### config.mk
export PLATFORM = sky130hd
export DESIGN_NAME = note_compose
export DESIGN_NICKNAME = d
export VERILOG_FILES = /design/src/rtl/note_compose_pkg.sv /design/src/rtl/note_clamp.sv /design/src/rtl/note_compose.sv
export SDC_FILE = /design/constraint.sdc
export NUM_CORES = 1
export LEC_CHECK = 0
export ABC_CLOCK_PERIOD_IN_PS = 3370
export CORE_MARGIN = 2
export CORE_UTILIZATION = 55
export DETAILED_ROUTE_END_ITERATION = 10
export HOLD_SLACK_MARGIN = 0.05
export PLACE_DENSITY = 0.76
export SLEW_MARGIN = 15
export SYNTH_ARGS = -nofsm -noshare
export SYNTH_HDL_FRONTEND = slang
export SYNTH_HIERARCHICAL = 1
export SYNTH_SLANG_ARGS = --single-unit
### constraint.sdc
create_clock -name clk_in -period 3.37 [get_ports clk_in]
set_input_delay 0.8425 -clock clk_in [delete_from_list [all_inputs] [get_ports clk_in]]
set_output_delay 0.8425 -clock clk_in [all_outputs]
set_load 0.1 [all_outputs]
### src/rtl/note_compose_pkg.sv
// Shared types and constants for the note-number compose/split family.
// Latency: n/a (types and constants only).
// Backpressure: n/a.
//
// Contents:
//   state_t               - 2-bit FSM state of the iterative composer
//   SEMITONES_PER_OCTAVE  - semitones added per octave step
//   MIDI_NOTE_MAX         - highest legal MIDI note number
package note_compose_pkg;

   typedef enum logic [1:0] {
      IDLE   = 2'd0,
      ACCUM  = 2'd1,
      ADJUST = 2'd2,
      DONE   = 2'd3
   } state_t;

   localparam int SEMITONES_PER_OCTAVE = 12;
   localparam int MIDI_NOTE_MAX        = 127;

endpackage

### src/rtl/note_clamp.sv
// Saturates a 10-bit signed note sum into 0..MAX_NOTE and flags saturation.
// Latency: combinational, zero cycles.
// Backpressure: none; this block is pure logic.
//
// Ports:
//   sum     in   10  signed two's-complement note sum
//   note    out   8  saturated note number
//   clamped out   1  high when sum was below 0 or above MAX_NOTE
module note_clamp
   import note_compose_pkg::*;
#(
   parameter int MAX_NOTE = MIDI_NOTE_MAX
) (
   input  logic [9:0] sum,
   output logic [7:0] note,
   output logic       clamped
);

   localparam logic signed [9:0] MAX_S = 10'(MAX_NOTE);

   always_comb begin
      note    = sum[7:0];
      clamped = 1'b0;
      if ($signed(sum) < 10'sd0) begin
         note    = 8'd0;
         clamped = 1'b1;
      end else if ($signed(sum) > MAX_S) begin
         note    = MAX_S[7:0];
         clamped = 1'b1;
      end
   end

endmodule

### src/rtl/note_compose.sv
// Rebuilds a MIDI note from pitch class + octave, applies a signed transpose, clamps.
// Latency: done_out follows accept edge octave_in+3 (error path: edge 1).
// Backpressure: ready_out high only in IDLE; valid_in while busy is dropped, not queued.
//
// Ports:
//   clk_in       in   1  system clock
//   rst_n_in     in   1  asynchronous active-low reset
//   valid_in     in   1  request strobe, accepted when valid_in && ready_out
//   pitch_in     in   4  pitch class 0..11 (12..15 flagged as error)
//   octave_in    in   4  number of STEP additions
//   transpose_in in   8  signed semitone offset
//   ready_out    out  1  block is idle and can accept
//   note_out     out  8  composed note, held until the next done
//   done_out     out  1  one-cycle pulse when note/flags update
//   clamped_out  out  1  result saturated at 0 or MAX_NOTE
//   error_out    out  1  accepted request had an illegal pitch class
module note_compose
   import note_compose_pkg::*;
#(
   parameter int MAX_NOTE = MIDI_NOTE_MAX,
   parameter int STEP     = SEMITONES_PER_OCTAVE
) (
   input  logic       clk_in,
   input  logic       rst_n_in,
   input  logic       valid_in,
   input  logic [3:0] pitch_in,
   input  logic [3:0] octave_in,
   input  logic [7:0] transpose_in,
   output logic       ready_out,
   output logic [7:0] note_out,
   output logic       done_out,
   output logic       clamped_out,
   output logic       error_out
);

   state_t     state;
   state_t     state_nxt;

   logic [9:0] acc;        // signed running note value
   logic [3:0] cnt;        // octave additions still to do
   logic [7:0] xpose;      // transpose captured at accept
   logic       err;        // accepted pitch class was illegal
   logic [7:0] res_note;   // clamped result captured in ADJUST
   logic       res_clamp;

   logic       accept;
   logic [9:0] sum;
   logic [7:0] clamp_note;
   logic       clamp_flag;

   assign accept = valid_in && ready_out;

   // Worst case 11 + 15*12 + 127 = 318 and 0 - 128 = -128 both fit in 10 bits signed.
   assign sum = acc + {{2{xpose[7]}}, xpose};

   note_clamp #(
      .MAX_NOTE (MAX_NOTE)
   ) u_clamp (
      .sum     (sum),
      .note    (clamp_note),
      .clamped (clamp_flag)
   );

   // State register
   always_ff @(posedge clk_in or negedge rst_n_in) begin
      if (!rst_n_in) begin
         state <= IDLE;
      end else begin
         state <= state_nxt;
      end
   end

   // Next-state logic
   always_comb begin
      state_nxt = state;
      case (state)
         IDLE: begin
            if (accept) begin
               state_nxt = (pitch_in > 4'd11) ? DONE : ACCUM;
            end
         end
         ACCUM: begin
            if (cnt == 4'd0) begin
               state_nxt = ADJUST;
            end
         end
         ADJUST:  state_nxt = DONE;
         DONE:    state_nxt = IDLE;
         default: state_nxt = IDLE;
      endcase
   end

   // FSM outputs
   always_comb begin
      ready_out = (state == IDLE);
   end

   // Accumulator / operand datapath
   always_ff @(posedge clk_in or negedge rst_n_in) begin
      if (!rst_n_in) begin
         acc       <= '0;
         cnt       <= '0;
         xpose     <= '0;
         err       <= 1'b0;
         res_note  <= '0;
         res_clamp <= 1'b0;
      end else begin
         case (state)
            IDLE: begin
               if (accept) begin
                  acc   <= {6'd0, pitch_in};
                  cnt   <= octave_in;
                  xpose <= transpose_in;
                  err   <= (pitch_in > 4'd11);
               end
            end
            ACCUM: begin
               if (cnt != 4'd0) begin
                  acc <= acc + 10'(STEP);
                  cnt <= cnt - 4'd1;
               end
            end
            ADJUST: begin
               res_note  <= clamp_note;
               res_clamp <= clamp_flag;
            end
            default: ;
         endcase
      end
   end

   // Visible results only change on leaving DONE, so they hold through IDLE.
   always_ff @(posedge clk_in or negedge rst_n_in) begin
      if (!rst_n_in) begin
         note_out    <= '0;
         clamped_out <= 1'b0;
         error_out   <= 1'b0;
         done_out    <= 1'b0;
      end else begin
         done_out <= (state == DONE);
         if (state == DONE) begin
            if (err) begin
               note_out    <= '0;
               clamped_out <= 1'b0;
               error_out   <= 1'b1;
            end else begin
               note_out    <= res_note;
               clamped_out <= res_clamp;
               error_out   <= 1'b0;
            end
         end
      end
   end

endmodule

### After elaboration in Yosys (flattened, before gate mapping)

Index checks and enable logic that the tools add are counted.

* input bits: 19
* logic and storage cells: 48
* bits in registers: 45

* reduce and logical (&&, ||, !) cells: 8
* $lt $le $gt $ge: 3
* equal/unequal tests: 6
* mux-type cells: 17
* add/subtract/negate cells: 3

Operators with widths (number)
* 8-bit two-way mux: 3
* 10-bit two-way mux: 2
* 10-bit case mux with 2 select lines: 1
* 10-bit adder: 1
* 10-bit by 4-bit adder with 10-bit output (second input constant): 1
* 10-bit by 8-bit > comparator with 1-bit output (second input constant): 1
* 10-bit by 1-bit < comparator with 1-bit output (second input constant): 1
* 4-bit two-way mux: 2
* 2-bit case mux with 4 select lines: 1
* 4-bit case mux with 2 select lines: 1
* 2-bit two-way mux: 3
* 2-bit == test (second input constant): 2
* 4-bit > comparator (second input constant): 1
* 4-bit logical NOT: 1
* 1-bit two-way mux: 4
* 2-bit != test (second input constant): 2
* 2-bit AND reduction: 2
* 4-bit nonzero test: 1
* 4-bit by 1-bit subtractor with 4-bit output (second input constant): 1
* 3-bit AND reduction: 1
* 2-bit by 1-bit == test with 1-bit output (second input constant): 1
* 2-bit logical NOT: 1
* 2-bit by 1-bit != test with 1-bit output (second input constant): 1
* 2-bit nonzero test: 1
* 1-bit logical AND: 1

### Longest topological paths before layout

* depth after elaboration: 4
* gate-level depth with buffers: 12
* gate-level depth less buffers: 11

### Cells and area by module

The synthesis kept the hierarchy.

By module, submodules not included
* note_compose: seq. area each 1126.1 um2, area each 2389.8 um2, cells each 230, instances 1
* note_clamp: seq. area each 0.0 um2, area each 100.1 um2, cells each 20, instances 1

### Worst setup path before layout

OpenSTA, ideal clock, no wires.

* kind: flip-flop to flip-flop
* start point: register state[0]
* end point: register acc[8]
* stages on the path, launching flop included: 9
* data arrival time: 2395 ps
* clock period less this slack: 2532 ps
* data required time: 3233 ps
* buffers on the path: 1
* setup slack: 838 ps
* cell sequence: dfrtp_1 inv_1 ha_1 nor2_1 a311o_1 buf_6 nor3_4 xnor2_1 nor2_1

* word-level cells in the longest chain between the ends: 4
* elaborated cells between the ends (all ways): 8

RTL lines
* start, declared: line note_compose.sv:36 `state_t state;`
* start signal, assigned: line note_compose.sv:69 `state <= state_nxt;`
* 2-bit logical NOT (*): line note_compose.sv:95 `ready_out = (state == IDLE);`
* named net ready_out: line note_compose.sv:29 `output logic ready_out,`
* 1-bit logical AND: line note_compose.sv:51 `assign accept = valid_in && ready_out;`
* 2-bit by 1-bit != test with 1-bit output (no line)
* 3-bit AND reduction (no line)
* end signal, assigned: line note_compose.sv:111 `acc <= {6'd0, pitch_in};`
* end signal, assigned: line note_compose.sv:119 `acc <= acc + 10'(STEP);`
* end, declared: line note_compose.sv:39 `logic [9:0] acc;`

The timed path passes the listed nets; every way through them passes the cells marked *.
A chain may end at the register's enable or synchronous reset.

### Worst setup path in the final report

* start point: register acc[4]
* end point: register res_note[3]

* word-level cells in the longest chain between the ends: 4
* elaborated cells between the ends (all ways): 5

RTL lines
* 10-bit adder (*): line note_compose.sv:54 `assign sum = acc + {{2{xpose[7]}}, xpose};`
* named net sum[9]: line note_compose.sv:47 `logic [9:0] sum;`
* 10-bit by 8-bit > comparator with 1-bit output: line note_clamp.sv:27 `end else if ($signed(sum) > MAX_S) begin`
* 8-bit two-way mux: line note_clamp.sv:27
* 8-bit two-way mux (*): line note_clamp.sv:24 `if ($signed(sum) < 10'sd0) begin`
* named net clamp_note[3]: line note_compose.sv:48 `logic [7:0] clamp_note;`
* end signal, assigned: line note_compose.sv:124 `res_note <= clamp_note;`
* end, declared: line note_compose.sv:43 `logic [7:0] res_note;`

Marked as above.

==> results.sh <==
export IMPL_required_ns=3.55
export IMPL_drive_gt1_frac=0.1511
export IMPL_avgSynthCellArea_um2=9.960
export IMPL_via_count=1800
export IMPL_period_needed_ns=2.613
export IMPL_ys_types=35
export IMPL_cts_hold_buffers=0
export IMPL_status="finished, final reports clean"
export IMPL_synth_flop_cell="dfrtp_1"
export IMPL_drc=0
export IMPL_hpwl_mm=3.210
export IMPL_start_util=0.5718
export IMPL_cts_resized=0
export IMPL_timing_fmax_ghz=0.3827
export IMPL_tightestPinTransition_ns=0.9569
export IMPL_wl_mm=4.274
export IMPL_fin_crit_sh=0.7754
export IMPL_area_delta_synth_final_pct=16.43
export IMPL_finish_utilization=0.6658
export IMPL_crit_type="flip-flop to flip-flop"
export IMPL_viasPerCell=5.455
export IMPL_antenna_found_initial=0
export IMPL_clkTransAtPathRegs_ns=0.08
export IMPL_final_max_slew_viol_count=0
export IMPL_diodes=0
export IMPL_drt_pre_antenna_iters=4
export IMPL_cts_buffers=5
export IMPL_rsz0062_at_grt="no"
export IMPL_rows=24
export IMPL_setup_viol=0
export IMPL_slew_headroom=0.3621
export IMPL_cts_tree="done"
export IMPL_drt_iter0_drc=38
export IMPL_async_flop_share=1.000
export IMPL_worstSkewPairLatency_ns=0.29
export IMPL_grt_max_degree=46
export IMPL_cts_sinks=45
export IMPL_wl_per_cell_um=12.95
export IMPL_finalNonFillerCells=330
export IMPL_ios=31
export IMPL_setup_tns_ns=0
export IMPL_yosysWarningCount=6
export IMPL_arrival_ns=2.79
export IMPL_htree_levels=2
export IMPL_synth_edf_count=0
export IMPL_dieHeight_um=71.29
export IMPL_cap_violations=0
export IMPL_syn_area_um2=2490
export IMPL_yosysSeqAreaShare=0.4523
export IMPL_io_buffers=30
export IMPL_cts_root_buf="clkbuf_8"
export IMPL_grt_overflow=0
export IMPL_drtAntennaViolNets=0
export IMPL_start_kind="flip-flop"
export IMPL_fin_worst_skew_ns=0.004929
export IMPL_placed_cells=322
export IMPL_synth_nets=285
export IMPL_grt_pass1_wl_mm=7.293
export IMPL_grt_usage=0.1784
export IMPL_die_w_um=71.29
export IMPL_ys_seq_elements=45
export IMPL_fin_nets=312
export IMPL_placeableCoreArea_um2=4354
export IMPL_hp_class="flip-flop to flip-flop"
export IMPL_syn_inst=250
export IMPL_die_area_um2=5082
export IMPL_gp_congestion=0.8458
export IMPL_cp_max_fo=8
export IMPL_end_kind="flip-flop"
export IMPL_post_cts_buffers=0
export IMPL_cts_max_path_buffers=2
export IMPL_grt_pass1_vias=1671
export IMPL_hold_viol_final=0
logic make-up after synthesis:
logic type / count (synthesis) / share of synthesized area
AND/OR/NAND/NOR: 68 / 0.1392
AO/OA/AOI/OAI: 52 / 0.1241
flip-flops: 45 / 0.4523
buffers and inverters: 34 / 0.05980
multiplexers: 21 / 0.09397
adder cells (fa/ha/maj): 16 / 0.08342
XOR/XNOR: 13 / 0.04573
other: 1 / 0.001506
worst paths after layout:
path                                  start  depth (start not counted)  slack (ns)           to
worst max register to register       acc[4]                          8        0.76  res_note[3]
worst max-delay path                 acc[4]                          8        0.76  res_note[3]
worst min register to register  res_note[7]                          2        0.51  note_out[7]
min in group asynchronous          rst_n_in                          1        0.70  note_out[6]
worst min-delay path            res_note[7]                          2        0.51  note_out[7]
max in group asynchronous          rst_n_in                          1        2.08       acc[9]
sequential cells by signal, summed over array words and instances, names as in the netlist:
signal and flops:
acc 10, note_out 8, res_note 8, xpose 8
cnt 4, state 2, clamped_out 1, done_out 1
err 1, error_out 1, res_clamp 1
per-layer routing:
metal,vias up,global-route usage,share of wire
met1,832,0.2368,0.49
met4,0,0.04612,0.0080
li1,917,-,-
met2,46,0.2942,0.46
met5,-,0,0
met3,5,0.04501,0.045
worst max-delay path, cell delays in order, from the launching register on:
cell and delay, ns:
dfrtp_1 0.45, ha_1 0.42, nand3_1 0.09, o2111ai_1 0.33, a41o_1 0.22, a21oi_1 0.07
xnor2_1 0.51, nor2_1 0.13, mux2_2 0.28
cells in the mapped netlist, drive strengths merged (2+ instances only):
| cell | number | area, µm² |
|---|---|---|
| nor3 | 12 | 71.32 |
| nand3b | 9 | 67.56 |
| nor2b | 3 | 18.77 |
| clkbuf | 8 | 32.53 |
| ha | 15 | 187.7 |
| inv | 23 | 86.33 |
| nand2 | 12 | 45.04 |
| xor2 | 2 | 17.52 |
| o21ai | 25 | 125.1 |
| xnor2 | 11 | 96.34 |
| a21oi | 12 | 60.06 |
| a21o | 3 | 22.52 |
| nor2 | 20 | 75.07 |
| mux2i | 2 | 20.02 |
| buf | 3 | 30.03 |
| dfrtp | 45 | 1126 |
| or3 | 5 | 31.28 |
| nand3 | 5 | 25.02 |
| o22ai | 2 | 12.51 |
| mux2 | 19 | 214.0 |
| o2111ai | 3 | 26.28 |
layout by cell type, fill, tap and decap left out, types with 2 or more instances in the layout:
master	instances
mux2_2	19
or3_1	5
xor2_1	2
xnor2_1	11
o22ai_1	2
nand3_1	5
clkdlybuf4s50_1	17
mux2i_1	2
a21oi_1	12
nor3_1	11
ha_1	15
buf_4	13
bufinv_16	2
dfrtp_1	45
a21o_1	3
nand3b_1	9
inv_1	23
o2111ai_1	3
nor2_1	20
nand2_1	12
o21ai_0	25
clkbuf_8	5
nor2b_1	3
final cells by class:
class	instances	area, µm²
tap	52	65.06
clock buffer	5	68.82
multi-input combinational	171	1215
fill	364	1455
sequential	45	1126
clock inverter	3	65.06
inverter	23	86.33
timing repair buffer	31	272.8
per-stage QoR:
stage | hold slack [ns] | instance area [µm²] | setup slack [ns]
CTS | 0.5161 | 2899 | 0.7746
finish | 0.5100 | 2899 | 0.7568
global placement | 0.4880 | 2765 | 0.7697
global route | 0.5317 | 2899 | 0.4966
detailed placement | 0.4950 | 2765 | 0.7012
floorplan | 0.4704 | 2490 | 0.8379
Power is not shown: default switching activity piles up to over one toggle a cycle in this logic, so the estimate is an artifact.
